### config.mk
export PLATFORM = sky130hd
export DESIGN_NAME = fp_mult_pipe
export DESIGN_NICKNAME = d
export VERILOG_FILES = /design/src/rtl/fp_mult_pkg.sv /design/src/rtl/fp_round_pack.sv /design/src/rtl/fp_mult_pipe.sv
export SDC_FILE = /design/constraint.sdc
export NUM_CORES = 1
export LEC_CHECK = 0
export ABC_AREA = 1
export CAP_MARGIN = 20
export CORE_MARGIN = 1.5
export CORE_UTILIZATION = 57
export CTS_BUF_LIST = sky130_fd_sc_hd__clkbuf_16
export CTS_CLUSTER_DIAMETER = 50
export DETAILED_ROUTE_END_ITERATION = 10
export PLACE_DENSITY = 0.81
export REMOVE_ABC_BUFFERS = 1
export SYNTH_ARGS = -nofsm -noshare
export SYNTH_HDL_FRONTEND = slang
export SYNTH_HIERARCHICAL = 1
export SYNTH_SLANG_ARGS = --single-unit
### constraint.sdc
create_clock -name clk -period 2.4 [get_ports clk]
set_clock_uncertainty 0.15 [all_clocks]
set_input_delay 0.6 -clock clk [delete_from_list [all_inputs] [get_ports clk]]
set_output_delay 0.6 -clock clk [all_outputs]
set_load 0.1 [all_outputs]
### src/rtl/fp_mult_pkg.sv
// Shared definitions for the minifloat multiplier datapath.
// Word layout is {sign, exp, man}; flags are carried as a small bit vector.
package fp_mult_pkg;

   localparam int FLAG_OVF = 0;
   localparam int FLAG_UNF = 1;
   localparam int FLAG_W   = 2;

   localparam bit RND_TRUNC = 1'b0;
   localparam bit RND_RNE   = 1'b1;

   function automatic int fp_width(input int exp_w, input int man_w);
      return 1 + exp_w + man_w;
   endfunction

endpackage

### src/rtl/fp_round_pack.sv
// Round, carry-renormalise, saturate/flush and pack a normalised minifloat; combinational.
// No flow control of its own: the instantiating pipeline registers the outputs.
module fp_round_pack
   import fp_mult_pkg::*;
#(
   parameter int EXP_W     = 3,
   parameter int MAN_W     = 4,
   parameter bit ROUND_RNE = RND_RNE,
   localparam int W        = fp_width(EXP_W, MAN_W)
) (
   input  logic                    sign_i,
   input  logic                    zero_i,
   input  logic signed [EXP_W+1:0] exp_i,
   input  logic [MAN_W-1:0]        man_i,
   input  logic                    guard_i,
   input  logic                    sticky_i,
   output logic [W-1:0]            word_o,
   output logic [FLAG_W-1:0]       flags_o
);

   localparam int EW = EXP_W + 2;
   localparam logic signed [EW-1:0] EXP_MAX = EW'((1 << EXP_W) - 1);
   localparam logic signed [EW-1:0] EXP_MIN = EW'(1);

   logic                 round_up;
   logic [MAN_W:0]       man_sum;
   logic signed [EW-1:0] exp_r;

   always_comb begin
      round_up = (ROUND_RNE == RND_RNE) && guard_i && (sticky_i || man_i[0]);
      man_sum  = {1'b0, man_i} + {{MAN_W{1'b0}}, round_up};
      // An all-ones mantissa rolling over leaves man_sum[MAN_W-1:0] at zero already.
      exp_r    = exp_i + $signed(EW'(man_sum[MAN_W]));

      word_o   = {sign_i, {(EXP_W + MAN_W){1'b0}}};
      flags_o  = '0;
      if (!zero_i) begin
         if (exp_r > EXP_MAX) begin
            word_o            = {sign_i, {(EXP_W + MAN_W){1'b1}}};
            flags_o[FLAG_OVF] = 1'b1;
         end else if (exp_r < EXP_MIN) begin
            flags_o[FLAG_UNF] = 1'b1;
         end else begin
            word_o = {sign_i, exp_r[EXP_W-1:0], man_sum[MAN_W-1:0]};
         end
      end
   end

endmodule

### src/rtl/fp_mult_pipe.sv
// Pipelined minifloat multiplier with ovf/unf flags; 3 cycles handshake-to-out_valid, 1/cycle.
// Whole pipe freezes (bubbles included) while out_valid is held by a low out_ready.
module fp_mult_pipe
   import fp_mult_pkg::*;
#(
   parameter int EXP_W     = 3,
   parameter int MAN_W     = 4,
   parameter int BIAS      = 3,
   parameter bit ROUND_RNE = RND_RNE,
   localparam int W        = fp_width(EXP_W, MAN_W)
) (
   input  logic         clk,
   input  logic         rst_n,
   input  logic         in_valid,
   output logic         in_ready,
   input  logic [W-1:0] in_a,
   input  logic [W-1:0] in_b,
   output logic         out_valid,
   input  logic         out_ready,
   output logic [W-1:0] out_p,
   output logic         out_ovf,
   output logic         out_unf
);

   localparam int PW = 2 * MAN_W + 2;
   localparam int EW = EXP_W + 2;
   localparam logic signed [EW-1:0] BIAS_S = EW'(BIAS);

   logic advance;

   logic                 v1_q, v1_d, s1_q, s1_d, z1_q, z1_d;
   logic [PW-1:0]        p1_q, p1_d;
   logic signed [EW-1:0] e1_q, e1_d;

   logic                 v2_q, v2_d, s2_q, s2_d, z2_q, z2_d;
   logic [MAN_W-1:0]     m2_q, m2_d;
   logic                 g2_q, g2_d, st2_q, st2_d;
   logic signed [EW-1:0] e2_q, e2_d;
   logic                 norm;

   logic [W-1:0]         pk_word;
   logic [FLAG_W-1:0]    pk_flags;
   logic                 out_valid_q, out_valid_d;
   logic [W-1:0]         out_p_q, out_p_d;
   logic                 out_ovf_q, out_ovf_d, out_unf_q, out_unf_d;

   assign advance   = !out_valid_q || out_ready;
   assign in_ready  = advance;
   assign out_valid = out_valid_q;
   assign out_p     = out_p_q;
   assign out_ovf   = out_ovf_q;
   assign out_unf   = out_unf_q;

   // S1: unpack, zero detect, multiply, raw exponent sum
   always_comb begin
      v1_d = in_valid;
      s1_d = in_a[W-1] ^ in_b[W-1];
      z1_d = (in_a[W-2 -: EXP_W] == '0) || (in_b[W-2 -: EXP_W] == '0);
      p1_d = PW'({1'b1, in_a[MAN_W-1:0]}) * PW'({1'b1, in_b[MAN_W-1:0]});
      e1_d = $signed(EW'(in_a[W-2 -: EXP_W])) + $signed(EW'(in_b[W-2 -: EXP_W])) - BIAS_S;
   end

   // S2: product is in [1,4); pick the leading one and split off guard/sticky
   always_comb begin
      v2_d = v1_q;
      s2_d = s1_q;
      z2_d = z1_q;
      norm = p1_q[PW-1];
      if (norm) begin
         m2_d  = p1_q[PW-2 -: MAN_W];
         g2_d  = p1_q[MAN_W];
         st2_d = |p1_q[MAN_W-1:0];
      end else begin
         m2_d  = p1_q[PW-3 -: MAN_W];
         g2_d  = p1_q[MAN_W-1];
         st2_d = |p1_q[MAN_W-2:0];
      end
      e2_d = e1_q + $signed(EW'(norm));
   end

   fp_round_pack #(
      .EXP_W     (EXP_W),
      .MAN_W     (MAN_W),
      .ROUND_RNE (ROUND_RNE)
   ) u_round_pack (
      .sign_i   (s2_q),
      .zero_i   (z2_q),
      .exp_i    (e2_q),
      .man_i    (m2_q),
      .guard_i  (g2_q),
      .sticky_i (st2_q),
      .word_o   (pk_word),
      .flags_o  (pk_flags)
   );

   always_comb begin
      out_valid_d = v2_q;
      out_p_d     = pk_word;
      out_ovf_d   = pk_flags[FLAG_OVF];
      out_unf_d   = pk_flags[FLAG_UNF];
   end

   always_ff @(posedge clk or negedge rst_n) begin
      if (!rst_n) begin
         v1_q        <= 1'b0;
         s1_q        <= 1'b0;
         z1_q        <= 1'b0;
         p1_q        <= '0;
         e1_q        <= '0;
         v2_q        <= 1'b0;
         s2_q        <= 1'b0;
         z2_q        <= 1'b0;
         m2_q        <= '0;
         g2_q        <= 1'b0;
         st2_q       <= 1'b0;
         e2_q        <= '0;
         out_valid_q <= 1'b0;
         out_p_q     <= '0;
         out_ovf_q   <= 1'b0;
         out_unf_q   <= 1'b0;
      end else if (advance) begin
         v1_q        <= v1_d;
         s1_q        <= s1_d;
         z1_q        <= z1_d;
         p1_q        <= p1_d;
         e1_q        <= e1_d;
         v2_q        <= v2_d;
         s2_q        <= s2_d;
         z2_q        <= z2_d;
         m2_q        <= m2_d;
         g2_q        <= g2_d;
         st2_q       <= st2_d;
         e2_q        <= e2_d;
         out_valid_q <= out_valid_d;
         out_p_q     <= out_p_d;
         out_ovf_q   <= out_ovf_d;
         out_unf_q   <= out_unf_d;
      end
   end

endmodule

Word level (Yosys, flattened, before mapping) --
Index checks and enable logic that the tools add are counted.
Word-level totals: flip-flop bits (word level) 43, input bits 20
Cells by class: add/sub/neg operators 5, $mul 1, $lt $le $gt $ge 2, muxes and demuxes 10, bitwise operators 1, reduce and logical (&&, ||, !) cells 9
Operator list (count):
- 7-bit two-way mux | 3
- 5-bit by 2-bit adder with 5-bit output | 2
- 5-bit by 5-bit multiplier with 10-bit output | 1
- 3-bit zero test | 2
- 4-bit by 1-bit adder with 5-bit output | 1
- 5-bit by 4-bit > comparator with 1-bit output, second input constant | 1
- 5-bit by 2-bit less-than comparator with 1-bit output, second input constant | 1
- 1-bit two-way mux | 5
- 4-bit by 2-bit subtractor with 5-bit output, second input constant | 1
- 3-bit by 3-bit adder with 4-bit output | 1
- 4-bit two-way mux | 1
- 4-bit OR reduction | 1
- 1-bit logical OR | 3
- 3-bit OR reduction | 1
- 2-bit two-way mux | 1
- 1-bit logical AND | 1
- 1-bit zero test | 1
- 1-bit XOR | 1

Longest topological paths before layout --
word-level depth 8, mapped depth 16

By module --
Netlist, hierarchy kept.
By module, submodules not included:
- fp_mult_pipe | instances 1, cells each 320, area an instance 2628.8 µm²
- fp_round_pack | instances 1, cells each 56, area an instance 277.8 µm²

Least setup slack after synthesis --
No wires, ideal clock.
kind input-to-reg, from in in_a[1], to reg p1_q[9], data arrival time 3100 ps, required time 2133 ps, path slack -967 ps, stages 13, buffers on the path 0, cell sequence nand2_1 -> inv_1 -> fa_1 -> inv_1 -> fa_1 -> fa_1 -> inv_1 -> ha_1 -> or2_1 -> nand3_1 -> nand3_1 -> nand3_1 -> nand2_1
Between the ends: word-level cells in the longest chain between the ends 1
Ends and longest elaborated chain:
- start: declaration | line fp_mult_pipe.sv:16 | input logic [W-1:0] in_a,
- 5-bit by 5-bit multiplier with 10-bit output | line fp_mult_pipe.sv:59 | p1_d = PW'({1'b1, in_a[MAN_W-1:0]}) * PW'({1'b1, in_b[MAN_W-1:0]});
- end signal: assignment | line fp_mult_pipe.sv:125 | p1_q <= p1_d;
- end: declaration | line fp_mult_pipe.sv:32 | logic [PW-1:0] p1_q, p1_d;
Every way passes these cells. A chain may end at the register's enable or synchronous reset.

Final worst setup path --
from in in_b[2], to reg p1_q[9]
Between the ends: word-level cells in the longest chain between the ends 1
Ends and longest elaborated chain:
- start: declaration | line fp_mult_pipe.sv:17 | input logic [W-1:0] in_b,
- 5-bit by 5-bit multiplier with 10-bit output | line fp_mult_pipe.sv:59
Every way passes these cells.

==> impl_metrics.tcl <==
set metrics [dict create \
    fin_crit_ps 3140 \
    drive_above_1_share_pct 20.8 \
    start_util_pct 60.3 \
    critical_path_class "in -> reg" \
    finalHoldViolations 0 \
    fill_cells 355 \
    grtUsageTotal_pct 23.0 \
    synth_area_um2 2910 \
    grt_pass1_vias 2421 \
    wl_per_cell_um 12.2 \
    grt_max_degree 46 \
    ios 32 \
    die_area_um2 5540 \
    outcome "complete, but fails checks" \
    p_leak_uw 0.00200 \
    synth_cell_types 30 \
    rsz0062_at_grt "true" \
    drt_iter0_markers 120 \
    cp_num_buf_inv 4 \
    fin_area_um2 3650 \
    period_share_pct 131 \
    num_antenna_cells 0 \
    seq_area_frac_synth_pct 37.0 \
    firstDrtPassIters 5 \
    critPathMaxFanout 4 \
    layout_common_cells "123 x nand2_1, 56 x inv_1, 43 x dfrtp_1, 34 x buf_4, 19 x ha_1" \
    core_area_um2 4820 \
    placed_cell_area_um2 3380 \
    synthArstFlopShare_pct 100 \
    cts_tree "yes" \
    drv_slew 0 \
    setup_viol 7 \
    vdd_drop_max_uv 844 \
    cp_num_cells 15 \
    avgViaCountPerCell 4.96 \
    antenna_found_initial 0 \
    synthFlopType "dfrtp_1" \
    violations "setup timing" \
    critPathArrivalTime_ps 3210 \
    htreeDepth 2 \
    synth-seq-cells 43 \
    fin_nets 485 \
    final_common_cell "nand2_1" \
    cp_slowest_cell "fa_1" \
    clk_path_buf_depth 2 \
    area_growth_pct 25.6 \
    synthCells 376 \
    hold_path.class "in -> async" \
    synth_top_area_share_pct 37.0 \
    clock-sinks 43 \
    reg2reg_slack_ps 260 \
    timing.rr.start "g2_q" \
    drv_cap 0 \
    slowest_delay_ps 520 \
    drc 0 \
    hpwl_um 4230 \
    power_uw 4070 \
    p_per_area_nw_per_um2 1120 \
    fin_util_pct 75.8 \
    timing.hold.ws_ps 234 \
    worstMarginPinSlew_ps 523 \
    die_h_um 74.4 \
    clock_latency_ps 280 \
    timing.rr.end "out_p[0]" \
    ctsHoldBuffers 0 \
    wl_um 6020 \
    fmax_mhz 318 \
    cts_root_buf "clkbuf_16" \
    io_buffers 31 \
    num_rows 25 \
    synth_edf_count 0 \
    numCtsBuffers 5 \
    r2r_cells 14 \
    ys_warn_count 6 \
    vias 2452 \
    required_ps 2470 \
    crit_chain "buf_6, nand2_4, inv_2, fa_1, inv_2, fa_1, fa_1, inv_2, ha_4, or2_4, nand3_2, nand2_1, nand2_1, nand3_1, nand2_1" \
    synth_area_leaders "dfrtp_1 37%, nand2_1 17%, ha_1 12%" \
    drtAntennaViolNets 0 \
    worstSetupStartpointType "input pin" \
    layout.cells.non_filler 494 \
    dp.cells 485 \
    clk_pin_slew_ps 60 \
    cp-end-kind "flop" \
    synth_top_cell_by_area "dfrtp_1" \
    avgSynthCellArea_um2 7.73 \
    overflow 0 \
    dieWidth_um 74.4 \
    max-slew-margin-rel_pct 65.1 \
    gp_congestion 0.833 \
    worst_slack_ps -742 \
    grt_pass1_wl_um 9850 \
    cp_top_family "adder cells" \
]
==> cell usage after synthesis, types with 2 or more instances <==
cell / n
fa_1: 10
o21a_1: 2
o21ai_1: 17
o22ai_1: 2
nand3_1: 15
ha_1: 27
nand3b_1: 2
inv_2: 3
nor3_1: 3
nand2_1: 130
inv_1: 62
nand2_2: 6
o21ai_0: 5
a21oi_1: 10
or2_1: 2
dfrtp_1: 43
xor2_1: 3
buf_2: 8
nor2_1: 14
nand4_1: 2
==> metal layers <==
metal | vias to the layer above | track usage (%) | part of all wire [%]
met5 | - | 0 | 0
met2 | 52 | 44.7 | 56
met1 | 1132 | 25.0 | 39
met3 | 10 | 3.79 | 3.1
met4 | 0 | 7.68 | 1.6
li1 | 1258 | - | -
==> registers in the layout, indices dropped and copies added (netlist names), 4 cells and up <==
register and count:
m2_q 4, out_p 8, e2_q 5, e1_q 5, p1_q 10
==> final cells by class <==
type,count,area [µm²],area share [%]
Sequential cell,43,1080,29.5
Multi-Input combinational cell,258,1640,45.0
Clock buffer,5,125,3.43
Tap cell,67,83.8,2.30
Clock inverter,1,3.75,0.103
Inverter,65,244,6.68
Timing Repair Buffer,55,473,13.0
==> logic make-up after synthesis <==
kind of cell / after synthesis / share of synthesized area, %
xor+xnor: 4 / 1.21
fa+ha+maj: 37 / 18.5
simple gates: 178 / 25.4
buf+inv: 75 / 10.4
flops: 43 / 37.0
compound gates: 39 / 7.45
==> where the power goes <==
part / internal [µW] / switching, µW / total [µW]
logic: 728 / 1480 / 2210
clock network: 369 / 248 / 618
registers: 1020 / 227 / 1250
total: 2120 / 1960 / 4070
==> worst max-delay path by stage <==
stage | from | endpoint
after floorplan | in_a[1] | p1_q[9]
after global placement | in_a[1] | p1_q[9]
after detailed placement | in_b[3] | p1_q[9]
after CTS | in_a[2] | p1_q[7]
after global routing | in_b[2] | p1_q[7]
final | in_b[2] | p1_q[9]
==> timing repair <==
| item | CTS | global route |
|---|---|---|
| buffers inserted | 1 | 2 |
| setup endpoints to repair | 7 | 16 |
| pin swaps | 21 | 8 |
| gates resized for setup | 38 | 23 |
==> through the flow <==
step,setup WS [ps],TNS (ps)
6_report,-742,-4130
5_1_grt,-860,-4840
4_1_cts,-751,-4310
3_5_place_dp,-1600,-10200
3_3_place_gp,-1460,-9460
2_1_floorplan,-987,-12040
(Power assumes the default switching activity.)
